===== config.mk =====
export PLATFORM = sky130hd
export DESIGN_NAME = pe_array_tile_sequencer
export DESIGN_NICKNAME = d
export VERILOG_FILES = /design/src/rtl/pe_array_tile_sequencer.sv
export SDC_FILE = /design/constraint.sdc
export NUM_CORES = 1
export LEC_CHECK = 0
export CELL_PAD_IN_SITES_DETAIL_PLACEMENT = 1
export CELL_PAD_IN_SITES_GLOBAL_PLACEMENT = 1
export CORE_ASPECT_RATIO = 1.5
export CORE_MARGIN = 4
export CORE_UTILIZATION = 40
export CTS_CLUSTER_DIAMETER = 80
export DETAILED_ROUTE_END_ITERATION = 10
export DONT_BUFFER_PORTS = 1
export PLACE_DENSITY_LB_ADDON = 0.15
export SYNTH_ARGS = -nofsm -noshare
export SYNTH_HDL_FRONTEND = slang
export SYNTH_SLANG_ARGS = --single-unit

===== constraint.sdc =====
create_clock -name clk -period 2.5 [get_ports clk]
set_clock_uncertainty 0.15 [all_clocks]
set_input_delay 0.25 -clock clk [delete_from_list [all_inputs] [get_ports clk]]
set_output_delay 0.25 -clock clk [all_outputs]
set_load 0.05 [all_outputs]

===== src/rtl/pe_array_tile_sequencer.sv =====
// Layer sequencer for the PE array: optional bias load, then per packed tile
// clear -> (accumulate, drain, capture) x sub-tiles -> output handshake.
module pe_array_tile_sequencer #(
   parameter int CNT_WIDTH = 16,
   parameter int PIPE_LAT  = 2
) (
   input  logic                 clk,
   input  logic                 reset,
   input  logic                 start,
   input  logic                 abort,
   input  logic [CNT_WIDTH-1:0] cfg_acc_len,
   input  logic [CNT_WIDTH-1:0] cfg_n_tiles,
   input  logic [1:0]           cfg_output_precision,
   input  logic                 cfg_bias_en,
   input  logic                 out_ready,
   output logic                 busy,
   output logic                 enable,
   output logic                 clear,
   output logic                 first_mac,
   output logic                 enable_bias_32bits,
   output logic [1:0]           addr_bias_32bits,
   output logic                 enable_BUFFERED_OUTPUT,
   output logic                 out_valid,
   output logic                 done
);

   typedef enum logic [2:0] {
      S_IDLE, S_BIAS, S_CLEAR, S_ACC, S_DRAIN, S_CAPTURE, S_OUT, S_DONE
   } state_t;

   state_t               state_q, state_d;
   logic [CNT_WIDTH-1:0] cnt_q, cnt_d;
   logic [1:0]           sub_q, sub_d;
   logic [CNT_WIDTH-1:0] tile_q, tile_d;
   logic [CNT_WIDTH-1:0] acc_last_q, acc_last_d;
   logic [CNT_WIDTH-1:0] n_tiles_q, n_tiles_d;
   logic [1:0]           g_last_q, g_last_d;

   logic       busy_q, busy_d, enable_q, enable_d, clear_q, clear_d;
   logic       first_mac_q, first_mac_d, bias_en_q, bias_en_d;
   logic [1:0] addr_q, addr_d;
   logic       capture_q, capture_d, out_valid_q, out_valid_d, done_q, done_d;

   always_comb begin
      // NOTE: every signal gets a default here so no path through the case infers a latch.
      state_d    = state_q;
      cnt_d      = cnt_q;
      sub_d      = sub_q;
      tile_d     = tile_q;
      acc_last_d = acc_last_q;
      n_tiles_d  = n_tiles_q;
      g_last_d   = g_last_q;

      case (state_q)
         S_IDLE: if (start) begin
            acc_last_d = (cfg_acc_len == '0) ? '0 : cfg_acc_len - 1'b1;
            n_tiles_d  = cfg_n_tiles;
            g_last_d   = (cfg_output_precision == 2'd1) ? 2'd1 :
                         (cfg_output_precision == 2'd2) ? 2'd3 : 2'd0;
            cnt_d      = '0;
            sub_d      = '0;
            tile_d     = '0;
            if (cfg_n_tiles == '0)  state_d = S_DONE;
            else if (cfg_bias_en)   state_d = S_BIAS;
            else                    state_d = S_CLEAR;
         end
         S_BIAS: begin
            if (cnt_q == CNT_WIDTH'(3)) begin
               cnt_d   = '0;
               state_d = S_CLEAR;
            end else begin
               cnt_d = cnt_q + 1'b1;
            end
         end
         S_CLEAR: begin
            cnt_d   = '0;
            sub_d   = '0;
            state_d = S_ACC;
         end
         S_ACC: begin
            if (cnt_q == acc_last_q) begin
               cnt_d   = '0;
               state_d = S_DRAIN;
            end else begin
               cnt_d = cnt_q + 1'b1;
            end
         end
         S_DRAIN: begin
            if (cnt_q == CNT_WIDTH'(PIPE_LAT - 1)) begin
               cnt_d   = '0;
               state_d = (sub_q == g_last_q) ? S_OUT : S_CAPTURE;
            end else begin
               cnt_d = cnt_q + 1'b1;
            end
         end
         S_CAPTURE: begin
            sub_d   = sub_q + 1'b1;
            state_d = S_ACC;
         end
         S_OUT: if (out_ready) begin
            tile_d  = tile_q + 1'b1;
            state_d = (tile_d == n_tiles_q) ? S_DONE : S_CLEAR;
         end
         S_DONE: begin
            tile_d  = '0;
            state_d = S_IDLE;
         end
         default: state_d = S_IDLE;
      endcase

      if (abort) begin
         state_d = S_IDLE;
         cnt_d   = '0;
         sub_d   = '0;
         tile_d  = '0;
      end

      // Outputs are decoded from the next state so the flops line up with it.
      busy_d      = (state_d != S_IDLE);
      enable_d    = (state_d == S_ACC) || (state_d == S_DRAIN);
      clear_d     = (state_d == S_CLEAR);
      first_mac_d = (state_d == S_ACC) && (cnt_d == '0);
      bias_en_d   = (state_d == S_BIAS);
      addr_d      = (state_d == S_BIAS) ? cnt_d[1:0] : 2'd0;
      capture_d   = (state_d == S_CAPTURE);
      out_valid_d = (state_d == S_OUT);
      done_d      = (state_d == S_DONE);
   end

   // NOTE: sequential state uses non-blocking assignments so all flops update together.
   always_ff @(posedge clk or negedge reset) begin
      if (!reset) begin
         state_q     <= S_IDLE;
         cnt_q       <= '0;
         sub_q       <= '0;
         tile_q      <= '0;
         acc_last_q  <= '0;
         n_tiles_q   <= '0;
         g_last_q    <= '0;
         busy_q      <= 1'b0;
         enable_q    <= 1'b0;
         clear_q     <= 1'b0;
         first_mac_q <= 1'b0;
         bias_en_q   <= 1'b0;
         addr_q      <= 2'd0;
         capture_q   <= 1'b0;
         out_valid_q <= 1'b0;
         done_q      <= 1'b0;
      end else begin
         state_q     <= state_d;
         cnt_q       <= cnt_d;
         sub_q       <= sub_d;
         tile_q      <= tile_d;
         acc_last_q  <= acc_last_d;
         n_tiles_q   <= n_tiles_d;
         g_last_q    <= g_last_d;
         busy_q      <= busy_d;
         enable_q    <= enable_d;
         clear_q     <= clear_d;
         first_mac_q <= first_mac_d;
         bias_en_q   <= bias_en_d;
         addr_q      <= addr_d;
         capture_q   <= capture_d;
         out_valid_q <= out_valid_d;
         done_q      <= done_d;
      end
   end

   assign busy               = busy_q;
   assign enable             = enable_q;
   assign clear              = clear_q;
   assign first_mac          = first_mac_q;
   assign enable_bias_32bits = bias_en_q;
   assign addr_bias_32bits   = addr_q;
   assign out_valid          = out_valid_q;
   assign done               = done_q;
   // The buffer chain shifts on capture and on the exact cycle the packed word is accepted.
   assign enable_BUFFERED_OUTPUT = capture_q | (out_valid_q & out_ready);

endmodule

-- After elaboration in Yosys (flattened, before gate mapping)
Cells that the tools add are included.
- flip-flop bits (word level): 81
- latch bits: 0
- RAM bits: 0
- ROM bits: 0
- memories: 0
- add/sub/neg operators: 4
- multiply operators: 0
- divide/modulo/power cells: 0
- order comparisons: 0
- equal/unequal tests: 23
- shift operators: 0
- multiplexer cells: 28
- bitwise logic cells: 2
- reductions and logical operators: 13
- operators by type and width (kind ; count):
    $mux 16 ; 9
    $pmux 16 s5 ; 1
    $logic_not 16->1 ; 3
    $pmux 16 s3 ; 1
    $add 16x1->16 const B ; 2
    $eq 16x16->1 ; 2
    $eq 3x3->1 const B ; 8
    $mux 3 ; 8
    $pmux 3 s7 ; 1
    $eq 16x1->1 const B ; 1
    $eq 16x2->1 const B ; 1
    $sub 16x1->16 const B ; 1
    $mux 2 ; 7
    $eq 3x2->1 const B ; 4
    $reduce_bool 4->1 ; 2
    $eq 3x1->1 const B ; 2
    $ne 3x3->1 const B ; 2
    $pmux 2 s3 ; 1
    $reduce_and 2->1 ; 2
    $logic_not 3->1 ; 1
    $reduce_and 3->1 ; 1
    $reduce_bool 3->1 ; 1
    $add 2x1->2 const B ; 1
    $eq 2x1->1 const B ; 1
    7 further kinds ; 7

-- Logic depth before layout (Yosys ltp)
- depth in word-level cells: 8
- mapped depth: 11
- gate-level depth less buffers: 10

-- Worst setup path after synthesis
Ideal clock, no wire load.
- path type: register to register
- start point: reg cnt_q[10]
- end point: reg first_mac_q, in the netlist first_mac
- library setup time: 80 ps
- data arrival time: 2366 ps
- slack: -97 ps
- cell stages (with the launch flop): 12
- path buffers: 3
- cell sequence: dfrtp_1 > buf_6 > xnor2_2 > nand4_2 > nor4_4 > o21ai_2 > buf_6 > buf_8 > o41ai_2 > o2111ai_1 > or4_1 > nor3_2
- longest elaborated chain between the ends: 6
- RTL lines (item ; RTL line ; source):
    start: declaration ; 32 ; logic [CNT_WIDTH-1:0] cnt_q, cnt_d;
    start signal: assignment ; 151 ; cnt_q <= cnt_d;
    $add 16x1->16, or another cell as far along ; 72, 85, 93 ;
    $mux 16, or another cell as far along ; 89 ; if (cnt_q == CNT_WIDTH'(PIPE_LAT - 1)) begin
    $pmux 16 s5 or $pmux 3 s7 (tied branches) ; 54 ; case (state_q)
    $mux 16 or $mux 3 (tied branches) ; 111 ; if (abort) begin
    $logic_not 16->1 or $eq 3x2->1 (tied branches) ; 122 ; first_mac_d = (state_d == S_ACC) && (cnt_d == '0);
    $logic_and 1x1->1 * ; 122 ;
    net first_mac_d ; 40 ; logic first_mac_q, first_mac_d, bias_en_q, bias_en_d;
    end signal: assignment ; 160 ; first_mac_q <= first_mac_d;
    end: declaration ; 40 ;
Mark *: on every way through the listed nets, which the timed path passes. The rest lies on a longest branch.
A chain may end at the register's enable or synchronous reset.

-- Final worst setup path
- start point: reg cnt_q[5]
- end point: reg first_mac_q, in the netlist first_mac
The elaborated chain is that of the path after synthesis.

==> summary.md <==
| Metric | Value |
|---|---|
| Worst reg2reg endpoint | `first_mac$_DFF_PN0_` |
| H-tree levels | `3` |
| Placed Cells incl. Taps | `779` |
| Later-pin clock latency in the skew report | `0.35 ns` |
| Vias | `4793` |
| Total CTS buffers | `9` |
| Slew @ Worst Pin | `0.643 ns` |
| CTS clock-pin slew for the worst setup and hold paths | `0.07 ns` |
| Clock Path Buffers | `2` |
| Final slew viol count | `0` |
| Top cell type's share of synthesized area | `approximately 41%` |
| Root buf cell | `clkbuf_16` |
| Pre-antenna DRT Iters | `4` |
| Worst Hold Class | `in2reg` |
| Synth Flop Type | `dfrtp_1` |
| Worst hold slack | `-0.00180 ns` |
| R2R setup slack | `-0.21 ns` |
| Maximum capacitance violations | `0` |
| R2R cell count | `10` |
| Worst Path Required | `2.61 ns` |
| Cell Chain, Critical Path | `xnor2_2 -> nand4_2 -> nor4_4 -> buf_4 -> buf_6 -> o21a_1 -> o21ai_1 -> a22o_1 -> or4_1 -> nor3_2` |
| Final Worst Setup Slack | `-0.208 ns` |
| Nature of the critical path startpoint | `flop` |
| Min Clock Period, post-route | `2.71 ns` |
| Finished Layout Cells | `839` |
| Buf/Inv on CP | `2` |
| CP max stage delay | `0.51 ns` |
| Status | `complete, but fails checks` |
| Final #Nets | `726` |
| Max Freq | `between 300 and 400 MHz` |
| Std cell rows | `49` |
| Synth top cells by count | `dfrtp_1 (81), nand2_1 (60), nor2_1 (55), o21ai_0 (52), xnor2_1 (40)` |
| Unrepaired setup endpoints after global routing | `true` |
| Slew HR | `57.0%` |
| Slowest cell on crit path | `or4_1` |
| Clk sink count | `81` |
| First-pass GRT wire length | `28400 µm` |
| 1st-iter DRT viols | `155` |
| Cell taking the most area after synthesis | `dfrtp_1` |
| Ant diodes | `0` |
| Final setup violation count | `11` |
| Final WL | `18200 µm` |
| CTS tree | `yes` |
| Crit end category | `flop` |
| Yosys warning count | `0` |
| Ys async rst share | `100%` |
| Reg-to-reg critical path startpoint | `cnt_q[5]$_DFF_PN0_` |
| CP max FO | `7` |
| Ports | `50` |
| WS Path Type | `reg2reg` |
| Hold path depth | `2` |
| Ratio of cells with drive above 1 in the final layout | `29.4%` |
| Pin count of the biggest net entering global routing | `82` |
| Grt ovf | `0` |
| Die area | `14300 µm²` |
| CP Data Arrival Time | `2.82 ns` |
| Hold Path End | `acc_last_q[10]$_DFFE_PN0P_` |
| Delay-heaviest family, CP | `simple AND/OR/NAND/NOR gates` |
| Most numerous cell in the Yosys netlist | `dfrtp_1` |
| DR vias/cell | `approximately 5.7` |
| Initial antenna violation count | `0` |
| Layout area overhead | `36.6%` |
| Post-synth design cell area | `4970 µm²` |
| VDD IR max | `roughly 0.00061 V` |
| HP Start | `cfg_acc_len[10]` |
| Sequential area share after synthesis | `between 40% and 50%` |
| Synth area leaders | `dfrtp_1 (41%), xnor2_1 (7.0%), o21ai_0 (5.2%)` |
| Final Hold Fails | `1` |
| Cell variety after synth | `64` |
| Failing checks | `negative hold slack, negative setup slack` |
| GP Congestion | `0.852` |
| GRT Util Overall | `25.8%` |
| Cell Pwr Density | `between 900 and 1000 nW/µm²` |
| Power Total | `6590 µW` |
| Lkg Pwr | `0.00294 µW` |
| Sum Neg Setup Slack | `-1.24 ns` |
| Syn Area/Cell | `8.88 µm²` |
| Initial Util | `41.2%` |
| Detailed-route wire length per cell | `21.7 µm` |
| Remaining routing DRC violations | `0` |
| Routed Antenna Nets | `0` |
| Port bufs | `0` |
| Tcrit/Tclk final | `108%` |
| Detail Placement HPWL | `12900 µm` |
| Vias in the first global route | `5363` |
| Yosys reg bits | `81` |
| Die Height | `145 µm` |
| Die W | `around 100 µm` |
| Core Area | `about 12000 µm²` |
| Post-Syn Nets | `between 600 and 700` |
| Mapped Cells | `560` |
| Post-synth EDFFs | `0` |
| Final core utilization | `56.3%` |
| Fill count | `1361` |
placed cells by master (no fill, tap or decap), types with 3 or more instances in the layout:
cell / instances
o21ai_1: 5
nor4_1: 7
nand2_1: 58
nand2b_1: 6
mux2_2: 19
dlygate4sd3_1: 29
o21ai_2: 4
a21o_1: 3
and4_1: 5
mux2i_1: 3
ha_1: 4
o21a_1: 4
xnor2_2: 4
xor2_1: 13
buf_6: 6
o21ai_0: 46
nor3_4: 3
a31oi_1: 4
nor2_1: 51
or3_1: 4
dfrtp_1: 77
nand3_1: 12
nor3_2: 5
buf_4: 105
nand4_1: 15
a22oi_1: 12
nor4_4: 3
inv_1: 19
nor2_2: 4
o31ai_1: 5
xnor2_1: 37
nor4_2: 3
clkbuf_16: 9
o211ai_1: 8
and3_1: 6
or4_1: 3
dfrtp_2: 4
a21oi_1: 13
nor3_1: 10
sequential cells by signal, summed over array words and instances, names as in the netlist:
signal / flops
done: 1
busy: 1
first_mac: 1
out_valid: 1
state_q: 3
sub_q: 2
addr_bias_32bits: 2
n_tiles_q: 16
acc_last_q: 16
enable_bias_32bits: 1
capture_q: 1
cnt_q: 16
g_last_q: 2
tile_q: 16
clear: 1
enable: 1
final cells by class:
| type | count | area, µm² | area share (%) |
|---|---|---|---|
| multi-input combinational | 428 | 2970 | 43.7 |
| sequential | 81 | 2030 | 29.9 |
| timing repair buffer | 142 | 1190 | 17.6 |
| clock buffer | 10 | 239 | 3.52 |
| tap | 153 | 191 | 2.82 |
| clock inverter | 6 | 97.6 | 1.44 |
| inverter | 19 | 71.3 | 1.05 |
worst max path at each step:
stage / startpoint / end / slack [ns] / depth (start not counted)
5_1_grt: acc_last_q[13]$_DFFE_PN0P_ / first_mac$_DFF_PN0_ / -0.31 / 10
2_1_floorplan: cnt_q[9]$_DFF_PN0_ / first_mac$_DFF_PN0_ / -0.06 / 11
6_report: cnt_q[5]$_DFF_PN0_ / first_mac$_DFF_PN0_ / -0.21 / 10
4_1_cts: cnt_q[3]$_DFF_PN0_ / first_mac$_DFF_PN0_ / -0.23 / 8
3_3_place_gp: cnt_q[1]$_DFF_PN0_ / first_mac$_DFF_PN0_ / -0.31 / 8
3_5_place_dp: tile_q[0]$_DFFE_PN0P_ / first_mac$_DFF_PN0_ / -0.38 / 11
logic make-up (layout without fill, tap and decap cells):
kind of cell / count (synthesis) / count (layout) / share of synthesized area (%)
and+or+nand+nor: 216 / 216 / 22.0
DFF: 81 / 81 / 40.8
AOI/OAI and AO/OA: 131 / 131 / 16.8
muxes: 22 / 22 / 4.91
xor gates and xnor gates: 54 / 54 / 9.66
adders and majority gates: 5 / 5 / 1.26
buffers and inverters: 51 / 177 / 4.58
worst reg2reg max path, delay by kind of cell (launching register included):
kind	cells	cell delay, ns
AO/OA/AOI/OAI	3	0.46
XOR/XNOR	1	0.20
flip-flops	1	0.46
buffers and inverters	2	0.32
AND/OR/NAND/NOR	4	1.03
metal layers:
layer  up-vias  track usage (%)  routed length [µm]  part of all wire [%]
met5         -                0                   0                     0
met4         0             14.8                1080                   6.0
met3        57             3.33                 356                   2.0
met2        76             50.6               10400                    57
met1      2414             25.7                6340                    35
li1       2246                -                   -                     -
repair_timing:
action,4_1_cts,5_1_grt
hold buffers,30,0
endpoints found under the hold margin,122,0
setup endpoints to repair,13,15
pin swaps,13,14
gates resized for setup,40,21
setup buffers,10,4
stage by stage:
stage	area [µm²]	setup WS (ns)	hold slack [ns]
finish	6790	-0.208	-0.00180
global route	6790	-0.310	0.0120
CTS	6680	-0.231	0.000728
detailed placement	5770	-0.380	-0.192
global placement	5770	-0.313	-0.193
floorplan	5000	-0.0602	-0.196
where the power goes:
group          leakage (µW)  internal [µW]  switching [µW]
Clock              0.000165            917             595
Sequential          0.00105           1660             539
Combinational       0.00172           1400            1480
(Power assumes the default switching activity.)
